==> config.mk <==
export PLATFORM = sky130hd
export DESIGN_NAME = ascon_sequencer
export DESIGN_NICKNAME = d
export VERILOG_FILES = /design/src/rtl/ascon_pack.sv /design/src/rtl/ascon_round_counter.sv /design/src/rtl/ascon_sequencer.sv
export SDC_FILE = /design/constraint.sdc
export NUM_CORES = 1
export LEC_CHECK = 0
export BUFFER_PORTS_ARGS = -buffer_cell sky130_fd_sc_hd__buf_2
export CAP_MARGIN = 30
export CELL_PAD_IN_SITES_DETAIL_PLACEMENT = 1
export CELL_PAD_IN_SITES_GLOBAL_PLACEMENT = 1
export CORE_MARGIN = 10
export CORE_UTILIZATION = 40
export DETAILED_ROUTE_END_ITERATION = 16
export PLACE_DENSITY = 0.71
export SYNTH_ARGS = -nofsm -noshare
export SYNTH_HDL_FRONTEND = slang
export SYNTH_SLANG_ARGS = --single-unit
==> constraint.sdc <==
create_clock -name clock_i -period 2.9 [get_ports clock_i]
set_input_delay 0.29 -clock clock_i [delete_from_list [all_inputs] [get_ports clock_i]]
set_output_delay 0.29 -clock clock_i [all_outputs]
set_load 0.01 [all_outputs]
==> src/rtl/ascon_pack.sv <==
// Shared types and constants for the ASCON-AEAD128 control path.
package ascon_pack;

    typedef enum logic [2:0] {
        S_IDLE    = 3'd0,
        S_INIT    = 3'd1,
        S_AD_WAIT = 3'd2,
        S_AD_RND  = 3'd3,
        S_PT_WAIT = 3'd4,
        S_PT_RND  = 3'd5,
        S_FIN     = 3'd6,
        S_DONE    = 3'd7
    } state_seq_t;

    // Round constants are indexed 0..11; shorter permutations start later.
    localparam logic [3:0] LAST_ROUND    = 4'd11;
    localparam logic [3:0] ROUND_START_A = 4'd0;
    localparam logic [3:0] ROUND_START_B = 4'd4;

    // Domain separation flips the least significant state bit.
    localparam int DSEP_BIT = 0;

    function automatic logic [3:0] round_start(input int unsigned rounds);
        return 4'(12 - rounds);
    endfunction

endpackage

==> src/rtl/ascon_round_counter.sv <==
// Round-constant index counter: loads a phase start value and counts to 11.
module ascon_round_counter
    import ascon_pack::*;
(
    input  logic       clock_i,
    input  logic       resetb_i,
    input  logic       load_i,
    input  logic [3:0] load_val_i,
    input  logic       inc_i,
    output logic [3:0] round_o,
    output logic       last_round_o
);

    logic [3:0] round_q, round_d;
    logic [3:0] start_q, start_d;

    // Load wins over increment; stepping past 11 wraps to the phase start value.
    always_comb begin
        round_d = round_q;
        start_d = start_q;
        if (load_i) begin
            round_d = load_val_i;
            start_d = load_val_i;
        end else if (inc_i) begin
            round_d = (round_q >= LAST_ROUND) ? start_q : round_q + 4'd1;
        end
    end

    // Counter registers.
    always_ff @(posedge clock_i or negedge resetb_i) begin
        if (!resetb_i) begin
            round_q <= 4'd0;
            start_q <= 4'd0;
        end else begin
            round_q <= round_d;
            start_q <= start_d;
        end
    end

    assign round_o      = round_q;
    assign last_round_o = (round_q == LAST_ROUND);

endmodule

==> src/rtl/ascon_sequencer.sv <==
// ASCON-AEAD128 phase sequencer: init (pa), AD blocks (pb), PT blocks (pb), finalization (pa).
//
//  state   | meaning
//  --------+---------------------------------------------------------------
//  IDLE    | waiting for start_i
//  INIT    | pa over IV||K||N, key XOR after last round
//  AD_WAIT | waiting for AD block; handshake cycle is first pb round
//  AD_RND  | remaining pb rounds of an AD block, dsep on last AD block
//  PT_WAIT | waiting for PT block; last PT block goes straight to FIN
//  PT_RND  | remaining pb rounds of a PT block
//  FIN     | pa over last block with key XORs on both sides
//  DONE    | tag presented (first cycle), done_o until next start_i
module ascon_sequencer
    import ascon_pack::*;
#(
    parameter int unsigned NB_AD_BLOCKS = 1,
    parameter int unsigned NB_PT_BLOCKS = 4,
    parameter int unsigned ROUNDS_A     = 12,
    parameter int unsigned ROUNDS_B     = 8
) (
    input  logic       clock_i,
    input  logic       resetb_i,
    input  logic       start_i,
    input  logic       block_valid_i,
    output logic       block_ready_o,
    output logic       init_state_o,
    output logic       en_state_o,
    output logic [3:0] round_o,
    output logic       en_xor_data_o,
    output logic       en_xor_key_begin_o,
    output logic       en_xor_key_end_o,
    output logic       en_xor_dsep_o,
    output logic       cipher_valid_o,
    output logic       tag_valid_o,
    output logic       done_o
);

    localparam int unsigned BLK_MAX = (NB_AD_BLOCKS > NB_PT_BLOCKS) ? NB_AD_BLOCKS : NB_PT_BLOCKS;
    localparam int unsigned BLK_W   = $clog2(BLK_MAX + 1);
    localparam logic [BLK_W-1:0] BLK_ONE = BLK_W'(1);
    localparam logic [BLK_W-1:0] AD_LAST = BLK_W'(NB_AD_BLOCKS);
    localparam logic [BLK_W-1:0] PT_LAST = BLK_W'(NB_PT_BLOCKS);
    localparam logic [3:0]       RS_A    = round_start(ROUNDS_A);
    localparam logic [3:0]       RS_B    = round_start(ROUNDS_B);

    state_seq_t       state_q, state_d;
    logic [BLK_W-1:0] ad_cnt_q, ad_cnt_d;
    logic [BLK_W-1:0] pt_cnt_q, pt_cnt_d;
    logic             tag_q, tag_d;

    logic       rc_load, rc_inc, rc_last;
    logic [3:0] rc_val, rc_round;

    logic ad_last_hs, ad_last_blk, pt_last_hs;

    assign ad_last_hs  = ((ad_cnt_q + BLK_ONE) == AD_LAST);
    assign ad_last_blk = (ad_cnt_q == AD_LAST);
    assign pt_last_hs  = ((pt_cnt_q + BLK_ONE) == PT_LAST);

    ascon_round_counter u_round_counter (
        .clock_i      (clock_i),
        .resetb_i     (resetb_i),
        .load_i       (rc_load),
        .load_val_i   (rc_val),
        .inc_i        (rc_inc),
        .round_o      (rc_round),
        .last_round_o (rc_last)
    );

    // State, block counters and tag flag.
    always_ff @(posedge clock_i or negedge resetb_i) begin
        if (!resetb_i) begin
            state_q  <= S_IDLE;
            ad_cnt_q <= '0;
            pt_cnt_q <= '0;
            tag_q    <= 1'b0;
        end else begin
            state_q  <= state_d;
            ad_cnt_q <= ad_cnt_d;
            pt_cnt_q <= pt_cnt_d;
            tag_q    <= tag_d;
        end
    end

    // Next state, counter loads/steps; each phase entry preloads its first round index.
    always_comb begin
        state_d  = state_q;
        ad_cnt_d = ad_cnt_q;
        pt_cnt_d = pt_cnt_q;
        tag_d    = 1'b0;
        rc_load  = 1'b0;
        rc_val   = RS_A;
        rc_inc   = 1'b0;
        unique case (state_q)
            S_IDLE, S_DONE: begin
                if (start_i) begin
                    state_d  = S_INIT;
                    ad_cnt_d = '0;
                    pt_cnt_d = '0;
                    rc_load  = 1'b1;
                    rc_val   = RS_A;
                end
            end
            S_INIT: begin
                if (rc_last) begin
                    state_d = S_AD_WAIT;
                    rc_load = 1'b1;
                    rc_val  = RS_B;
                end else begin
                    rc_inc = 1'b1;
                end
            end
            S_AD_WAIT: begin
                if (block_valid_i) begin
                    ad_cnt_d = ad_cnt_q + BLK_ONE;
                    if (rc_last) begin
                        state_d = ad_last_hs ? S_PT_WAIT : S_AD_WAIT;
                        rc_load = 1'b1;
                        rc_val  = RS_B;
                    end else begin
                        state_d = S_AD_RND;
                        rc_inc  = 1'b1;
                    end
                end
            end
            S_AD_RND: begin
                if (rc_last) begin
                    state_d = ad_last_blk ? S_PT_WAIT : S_AD_WAIT;
                    rc_load = 1'b1;
                    rc_val  = RS_B;
                end else begin
                    rc_inc = 1'b1;
                end
            end
            S_PT_WAIT: begin
                if (block_valid_i) begin
                    pt_cnt_d = pt_cnt_q + BLK_ONE;
                    if (pt_last_hs) begin
                        state_d = S_FIN;
                        rc_load = 1'b1;
                        rc_val  = RS_A;
                    end else if (rc_last) begin
                        rc_load = 1'b1;
                        rc_val  = RS_B;
                    end else begin
                        state_d = S_PT_RND;
                        rc_inc  = 1'b1;
                    end
                end
            end
            S_PT_RND: begin
                if (rc_last) begin
                    state_d = S_PT_WAIT;
                    rc_load = 1'b1;
                    rc_val  = RS_B;
                end else begin
                    rc_inc = 1'b1;
                end
            end
            S_FIN: begin
                if (rc_last) begin
                    state_d = S_DONE;
                    tag_d   = 1'b1;
                end else begin
                    rc_inc = 1'b1;
                end
            end
            default: state_d = S_IDLE;
        endcase
    end

    // Datapath controls; only the WAIT handshake depends on block_valid_i.
    always_comb begin
        block_ready_o      = 1'b0;
        init_state_o       = 1'b0;
        en_state_o         = 1'b0;
        round_o            = 4'd0;
        en_xor_data_o      = 1'b0;
        en_xor_key_begin_o = 1'b0;
        en_xor_key_end_o   = 1'b0;
        en_xor_dsep_o      = 1'b0;
        cipher_valid_o     = 1'b0;
        tag_valid_o        = 1'b0;
        done_o             = 1'b0;
        unique case (state_q)
            S_INIT: begin
                en_state_o       = 1'b1;
                round_o          = rc_round;
                init_state_o     = (rc_round == RS_A);
                en_xor_key_end_o = rc_last;
            end
            S_AD_WAIT: begin
                block_ready_o = 1'b1;
                round_o       = rc_round;
                en_state_o    = block_valid_i;
                en_xor_data_o = block_valid_i;
                en_xor_dsep_o = block_valid_i & rc_last & ad_last_hs;
            end
            S_AD_RND: begin
                en_state_o    = 1'b1;
                round_o       = rc_round;
                en_xor_dsep_o = rc_last & ad_last_blk;
            end
            S_PT_WAIT: begin
                block_ready_o  = 1'b1;
                round_o        = rc_round;
                en_state_o     = block_valid_i & ~pt_last_hs;
                en_xor_data_o  = block_valid_i & ~pt_last_hs;
                cipher_valid_o = block_valid_i & ~pt_last_hs;
            end
            S_PT_RND: begin
                en_state_o = 1'b1;
                round_o    = rc_round;
            end
            S_FIN: begin
                en_state_o         = 1'b1;
                round_o            = rc_round;
                en_xor_key_begin_o = (rc_round == RS_A);
                en_xor_data_o      = (rc_round == RS_A);
                cipher_valid_o     = (rc_round == RS_A);
                en_xor_key_end_o   = rc_last;
            end
            S_DONE: begin
                done_o      = 1'b1;
                tag_valid_o = tag_q;
            end
            default: ;
        endcase
    end

endmodule
==> results of run 1 <==
==> registers in the layout, indices dropped and copies added, names as in the netlist <==
| register | flops |
|---|---|
| u_round_counter.start_q | 1 |
| state_q | 3 |
| ad_cnt_q | 3 |
| tag_q | 1 |
| u_round_counter.round_o | 4 |
| pt_cnt_q | 3 |
==> critical path: stages (launching register included) <==
cell and delay (ns):
dfrtp_1 0.85, nand3b_2 0.29, o211ai_2 0.12, a31oi_4 0.23, inv_2 0.10, buf_2 0.15
==> what timing repair did <==
| action | in CTS | in global routing |
|---|---|---|
| endpoints found under the hold margin | 15 | 0 |
| buffers inserted | 0 | 0 |
| hold buffers | 1 | 0 |
==> cells by family after synthesis <==
| family | count (synthesis) | share of synthesized area [%] |
|---|---|---|
| AO/OA/AOI/OAI | 47 | 27.1 |
| adder cells (fa/ha/maj) | 7 | 6.96 |
| XOR/XNOR | 3 | 2.09 |
| flip-flops | 15 | 29.9 |
| AND/OR/NAND/NOR | 61 | 26.7 |
| buffers and inverters | 19 | 7.36 |
==> through the flow <==
stage	std cells	setup WS (ns)	total power [uW]	hold WS [ns]
floorplan	152	1.20	685	-0.00559
global placement	205	0.966	781	0.224
finish	210	0.574	915	0.441
global route	210	0.425	999	0.471
detailed placement	205	0.914	796	0.228
CTS	210	0.579	926	0.443
==> cells in the final DEF, fill, tap and decap left out, types with 2 or more instances in the layout <==
| cell | netlist | final |
|---|---|---|
| a211oi_1 | 2 | 2 |
| a21oi_1 | 8 | 8 |
| a31oi_1 | 3 | 3 |
| and3_1 | 2 | 2 |
| buf_2 | 4 | 17 |
| clkbuf_4 | 0 | 3 |
| dfrtp_1 | 15 | 15 |
| ha_1 | 7 | 7 |
| inv_1 | 9 | 9 |
| inv_2 | 2 | 2 |
| nand2_1 | 8 | 8 |
| nand2_2 | 2 | 2 |
| nand2b_1 | 4 | 4 |
| nand3_1 | 4 | 4 |
| nand3b_2 | 2 | 2 |
| nand4_1 | 3 | 3 |
| nor2_1 | 20 | 20 |
| nor3_1 | 5 | 5 |
| nor3b_1 | 2 | 2 |
| o21ai_0 | 16 | 16 |
| o221ai_2 | 2 | 2 |
| o22ai_1 | 2 | 2 |
| o31ai_1 | 2 | 2 |
| xnor2_1 | 2 | 2 |
==> layout make-up <==
class                      instances  area share, %
inverter                          11           2.98
timing repair buffer              18           6.87
tap                               44           3.98
clock inverter                     1          0.362
sequential                        15           27.1
clock buffer                       3           1.63
multi-input combinational        118           57.1
==> layer usage <==
layer	vias up	global-route usage [%]
met1	569	14.8
met4	0	5.02
met5	-	0
met3	6	1.53
met2	29	19.4
li1	574	-
==> power breakdown <==
part / internal (uW) / switching [uW]
registers: 265 / 97.8
logic: 192 / 237
clock network: 51.3 / 71.9
total: 509 / 407
==> path summary, 6_finish.rpt <==
| kind | endpoint | slack (ns) | cells after the start |
|---|---|---|---|
| worst max register to register | u_round_counter.round_o[2] | 0.88 | 6 |
| max in group asynchronous | u_round_counter.round_o[0] | 2.19 | 2 |
| worst min register to register | pt_cnt_q[2] | 0.55 | 1 |
| min in group clock_i | ad_cnt_q[0] | 0.47 | 4 |
| worst max-delay path | en_state_o | 0.57 | 5 |
| worst min-delay path | state_q[2] | 0.44 | 2 |
==> results_dict.tcl, run 1 <==
set metrics [dict create \
    initial_core_util_pct 41.5 \
    htreeDepth 1 \
    routed-via-count 1178 \
    final_area_um2 1380 \
    synth_common_cells "nor2_1 (20), o21ai_0 (16), dfrtp_1 (15)" \
    clock_skew_ns 0.00656 \
    finish.utilization_pct 45.7 \
    placedInstanceArea_um2 1350 \
    clock_latency_ns 0.29 \
    powerDensity_nw_per_um2 661 \
    worstMarginPinSlew_ns 0.769 \
    drt_pass1_iterations 4 \
    rows 20 \
    drtIter0Drc 40 \
    startpoint_type "flop" \
    async_flop_share_pct 100 \
    wl_um 3410 \
    ctsLongestPathBuffers 2 \
    grt_pass1_vias 1198 \
    hpwlAfterDp_um 2640 \
    ys_types 48 \
    top_layer "met4" \
    fillers 372 \
    met3_length_um 102 \
    cts_root_buffer "clkbuf_4" \
    cap_violations 0 \
    syn_inst 152 \
    multi_input_area_um2 790 \
    wl_met1_um 1660 \
    port_buffers 17 \
    grt-ovfl-total 0 \
    post-route-period-util_pct 80.2 \
    drcViolationCount 0 \
    grt_pass1_wl_um 5800 \
    rsz0062_at_grt "no" \
    die_area_um2 5790 \
    drv_slew 0 \
    cts_buffers 3 \
    core_area_um2 3030 \
    period_minus_slack_ns 2.33 \
    drive_above_1_share_pct 22.9 \
    ys_top_cells_by_area "dfrtp_1 (30%), ha_1 (7.0%), o21ai_0 (6.4%), nor2_1 (6.0%), a21oi_1 (3.2%)" \
    antenna_found_initial 0 \
    vdd_drop_max_v 0.000268 \
    cts_resized 0 \
    yosys.area.top_type "dfrtp_1" \
    setup_tns_ns 0 \
    synth-edff-count 0 \
    holdCritPathClass "primary input to async pin" \
    die_width_um 76.1 \
    grt_util_all_layers_pct 11.7 \
    worstPathRequired_ns 2.61 \
    hold_viol 0 \
    vias_per_cell 5.61 \
    ant_nets 0 \
    synth.cell_area_um2 1260 \
    antenna_cells 0 \
    nets 178 \
    syn_to_final_growth_pct 10.0 \
    critPathCaptureType "output pin" \
    wl_per_cell_um 16.2 \
    clock.fmax_mhz 430 \
    criticalPathCategory "flop to output pin" \
    tritoncts "built" \
    yosysMostFrequentCell "nor2_1" \
    arrival_ns 2.04 \
    syn-num-nets 163 \
    die_height_um 76.1 \
    status "finished clean" \
    syn_area_per_cell_um2 8.27 \
    grt_max_degree 23 \
    cp-startpoint "state_q[0]" \
    ys_ff_latch 15 \
    synth.top_cell.area_share_pct 29.9 \
    wl_met2_um 1590 \
    pin_count 18 \
    cts_sinks 15 \
    synthFlopType "dfrtp_1" \
    p_leak_uw 0.000615 \
    gp_congestion 0.774 \
    final-seq-area_um2 375 \
    setup_viol 0 \
    critPathMaxFanout 22 \
    r2r-start "state_q[0]" \
    relSlewSlack_pct 48.7 \
    yosysSeqAreaShare_pct 29.9 \
    clk_pin_slew_ns 0.10 \
    yosys_warnings 0 \
]
Note: power is estimated with default switching activity, not from simulation.
==> run 2, diff against run 1 <==
- clock period: 2.9 -> 2.24 ns (I/O delays scaled with it)
==> results_dict.tcl, run 2 (synthesized netlist as in run 1, its figures left out) <==
set metrics [dict create \
    ctsLongestPathBuffers 2 \
    wl_um 3650 \
    placedInstanceArea_um2 1350 \
    grt_util_all_layers_pct 12.3 \
    drive_above_1_share_pct 27.1 \
    criticalPathCategory "flop to output pin" \
    core_area_um2 3030 \
    antenna_found_initial 0 \
    rows 20 \
    drt_pass1_iterations 4 \
    syn_to_final_growth_pct 13.2 \
    clock.fmax_mhz 476 \
    reg2reg_to "u_round_counter.round_o[2]" \
    grt_max_degree 21 \
    setup_tns_ns 0 \
    powerDensity_nw_per_um2 854 \
    pin_count 18 \
    initial_core_util_pct 41.5 \
    routed-via-count 1230 \
    slowest_delay_ns 0.44 \
    pwr-share-seq_pct 39.1 \
    grt_pass1_vias 1262 \
    grt_pass1_wl_um 6010 \
    die_area_um2 5790 \
    nets 182 \
    fin_ws_ns 0.138 \
    relSlewSlack_pct 64.5 \
    swShare_pct 45.2 \
    status "finished clean" \
    clock_latency_ns 0.29 \
    p_int_uw 666 \
    cts_sinks 15 \
    tritoncts "built" \
    grt-busiest-layer "met2" \
    use_met1_pct 14.8 \
    period_minus_slack_ns 2.10 \
    p_leak_uw 0.000631 \
    largest_register_ffs 4 \
    final_area_um2 1420 \
    rsz0062_at_grt "no" \
    grtUsageMet3_pct 1.77 \
    hpwlAfterDp_um 2810 \
    grtUsageMet2_pct 20.3 \
    r2r-start "pt_cnt_q[0]" \
    path_depth 6 \
    holdCritPathClass "primary input to async pin" \
    gp_congestion 0.766 \
    vias_per_cell 5.75 \
    clock_skew_ns 0.00426 \
    ant_nets 0 \
    fin_cells 214 \
    grt-ovfl-total 0 \
    vdd_drop_max_v 0.000323 \
    rr_worst_depth 7 \
    cp_slowest_cell "dfrtp_1" \
    post-route-period-util_pct 93.8 \
    die_width_um 76.1 \
    drcViolationCount 0 \
    path_delay_family "flip-flops" \
    cts_root_buffer "clkbuf_4" \
    critPathBufInv 2 \
    port_buffers 17 \
    critPathMaxFanout 5 \
    reg2reg_setup_slack_ns 0.32 \
    htreeDepth 1 \
    placedCellCount 206 \
    post-place-ws_ns 0.330 \
    p_sw_uw 550 \
    arrival_ns 1.88 \
    worstMarginPinSlew_ns 0.532 \
    wl_per_cell_um 17.1 \
    setup_viol 0 \
    antenna_cells 0 \
    drv_slew 0 \
    final_common_cell "nor2_1" \
    drtIter0Drc 60 \
    cts_buffers 3 \
    startpoint_type "flop" \
    clock_power_share_pct 13.8 \
    worstPathRequired_ns 2.02 \
    cap_violations 0 \
    die_height_um 76.1 \
    final_cell_mix "nor2_1 (20), buf_2 (17), o21ai_0 (16)" \
    combPwrFrac_pct 47.1 \
    hold_viol 0 \
    crit_path_cell_trace "ha_1 -> xor2_1 -> nand2_2 -> a31oi_4 -> inv_2 -> buf_2" \
    clk_pin_slew_ns 0.10 \
    critPathCaptureType "output pin" \
]
run 2: cell types whose count changed in the layout (fill, tap and decap cells not counted):
cell and delta:
buf_4 +4, dfrtp_2 +2, dfrtp_1 -2, and3b_2 +1, a2bb2oi_1 -1, and3b_1 -1
a2bb2oi_2 +1
run 2: worst max-delay path by stage:
| stage | startpoint | end |
|---|---|---|
| global route | pt_cnt_q[0] | en_state_o |
| global placement | pt_cnt_q[0] | en_xor_data_o |
| finish | pt_cnt_q[0] | en_state_o |
| CTS | pt_cnt_q[0] | en_xor_data_o |
| detailed placement | state_q[0] | u_round_counter.round_o[2] |
| floorplan | pt_cnt_q[0] | u_round_counter.round_o[2] |
run 2: final cells by class:
cell class	instances	area, um2
fillers	383	1600
well taps	44	55.1
repair buffers	22	125
clock buffers	3	22.5
inverters	11	41.3
clock inverters	1	5.00
flip-flops and latches	15	378
multi-input cells	118	797
run 2: layer usage:
layer | share of wire (%) | vias up
met5 | 0 | -
met4 | 3.4 | 0
met3 | 4.9 | 12
met2 | 47 | 43
met1 | 44 | 594
li1 | - | 581
run 2: metrics by stage:
step                      hold slack [ns]  utilization, %  total power, uW
after floorplan                   -0.0716               -              887
after global placement              0.159            44.7             1020
after detailed placement            0.163            44.7             1050
after CTS                           0.378            46.0             1220
after global routing                0.399            47.0             1320
final                               0.369            47.0             1220
run 2: timing repair:
action / 4_1_cts / 5_1_grt
buffers inserted: 0 / 3
endpoints found under the setup margin: 0 / 3
hold buffers: 1 / 0
gates resized for setup: 0 / 4
endpoints found under the hold margin: 15 / 0
run 2: power by group through the flow:
| stage | Clock, uW | Sequential, uW | Combinational [uW] |
|---|---|---|---|
| global route | 186 | 492 | 645 |
| finish | 168 | 476 | 573 |
| floorplan | 0 | 396 | 491 |
| global placement | 0 | 471 | 546 |
| CTS | 169 | 474 | 573 |
| detailed placement | 0 | 480 | 568 |
==> run 3, diff against run 2 <==
- CELL_PAD_IN_SITES_GLOBAL_PLACEMENT: 1 -> 2
- CORE_UTILIZATION: 40 -> 33
- PLACE_DENSITY: 0.71 -> 0.73
==> results_dict.tcl, run 3 (synthesized netlist as in run 1, its figures left out) <==
set metrics [dict create \
    status "finished clean" \
    ant_nets 0 \
    htreeDepth 1 \
    holdCritPathClass "primary input to async pin" \
    nets 179 \
    combPwrFrac_pct 43.6 \
    criticalPathCategory "flop to output pin" \
    ctsLongestPathBuffers 2 \
    cp-startpoint "pt_cnt_q[0]" \
    use_met1_pct 13.6 \
    tritoncts "built" \
    grt-busiest-layer "met2" \
    final_cell_mix "nor2_1 (20), buf_2 (17), o21ai_0 (16)" \
    powerDensity_nw_per_um2 908 \
    drv_slew 0 \
    post-route-period-util_pct 92.6 \
    largest_register_ffs 4 \
    initial_core_util_pct 34.3 \
    vias_per_cell 5.47 \
    grt_max_degree 21 \
    final_common_cell "nor2_1" \
    pin_count 18 \
    critPathCaptureType "output pin" \
    clock_power_share_pct 18.5 \
    grt_util_all_layers_pct 12.2 \
    fillers 458 \
    final-seq-area_um2 377 \
    rows 22 \
    wl_per_cell_um 17.5 \
    clock_latency_ns 0.26 \
    rsz0062_at_grt "no" \
    clock.fmax_mhz 482 \
    antenna_found_initial 0 \
    port_buffers 17 \
    drive_above_1_share_pct 23.4 \
    worstPathRequired_ns 2.02 \
    finish.utilization_pct 38.7 \
    arrival_ns 1.85 \
    startpoint_type "flop" \
    wl_um 3770 \
    syn_to_final_growth_pct 12.5 \
    routed-via-count 1176 \
    grtUsageMet3_pct 2.73 \
    die_width_um 81.7 \
    cts_setup_buffers 0 \
    cap_violations 0 \
    p_int_uw 721 \
    pwr-share-seq_pct 37.9 \
    gp_congestion 0.816 \
    clk_pin_slew_ns 0.07 \
    die_area_um2 6680 \
    grt_pass1_wl_um 6310 \
    cts_sinks 15 \
    multi_input_area_um2 790 \
    period_minus_slack_ns 2.07 \
    hpwlAfterDp_um 2880 \
    antenna_cells 0 \
    core_area_um2 3660 \
    clock_skew_ns 0.00262 \
    grt-ovfl-total 0 \
    grt_pass1_vias 1227 \
    hold_viol 0 \
    cts_buffers 3 \
    vdd_drop_max_v 0.000333 \
    die_height_um 81.7 \
    drtIter0Drc 29 \
    fin_cells 215 \
    p_sw_uw 564 \
    cts_root_buffer "clkbuf_8" \
    placedCellCount 210 \
    drcViolationCount 0 \
    r2r-start "state_q[2]" \
    swShare_pct 43.9 \
    setup_viol 0 \
    p_leak_uw 0.000624 \
    relSlewSlack_pct 61.1 \
    post-place-ws_ns 0.246 \
    drt_pass1_iterations 4 \
    grtUsageMet2_pct 22.2 \
    fin_ws_ns 0.166 \
    worstMarginPinSlew_ns 0.584 \
    setup_tns_ns 0 \
    critPathMaxFanout 6 \
]
-- run 3: cell type report --
type,count,share of cell area [%]
Timing Repair Buffer,19,7.25
Inverter,11,2.92
Clock buffer,4,3.18
Sequential cell,15,26.6
Multi-Input combinational cell,118,55.8
Tap cell,48,4.24
-- run 3: stage by stage --
step | power [uW] | cell area (um2) | hold WS, ns
floorplan | 887 | 1260 | -0.0716
finish | 1280 | 1420 | 0.419
CTS | 1290 | 1410 | 0.435
detailed placement | 1050 | 1360 | 0.177
global route | 1400 | 1420 | 0.464
global placement | 1030 | 1360 | 0.173
-- run 3: metal layers --
layer / share of wire (%) / wire [um]
met5: 0 / 0
met4: 1.3 / 48
met3: 3.1 / 116
met2: 52 / 1980
met1: 43 / 1630
-- run 3: power by group through the flow --
stage	registers, uW	logic (uW)	clock network (uW)
3_3_place_gp	478	553	0
2_1_floorplan	396	491	0
4_1_cts	480	572	242
3_5_place_dp	485	567	0
5_1_grt	502	636	258
6_report	487	560	238
-- run 3: final timing paths --
| path | endpoint | slack (ns) | depth (start not counted) |
|---|---|---|---|
| setup / recovery | en_state_o | 0.17 | 6 |
| hold / removal | u_round_counter.start_q[2] | 0.42 | 2 |
| setup reg to reg | u_round_counter.round_o[2] | 0.33 | 5 |
| hold reg to reg | pt_cnt_q[2] | 0.53 | 1 |
| max in group asynchronous | state_q[1] | 1.51 | 2 |
| min in group clock_i | ad_cnt_q[0] | 0.44 | 4 |
-- run 3: timing repair --
action / CTS / global route
resized for setup: 0 / 1
endpoints found under the setup margin: 0 / 2
endpoints found under the hold margin: 15 / 0
hold buffers: 1 / 0
-- run 3: worst max-delay path: stages, from the launching register on --
cell and delay [ns]:
dfrtp_1 0.42, ha_1 0.25, xor2_1 0.22, nand2_2 0.17, a31oi_4 0.28, inv_2 0.10
buf_2 0.15
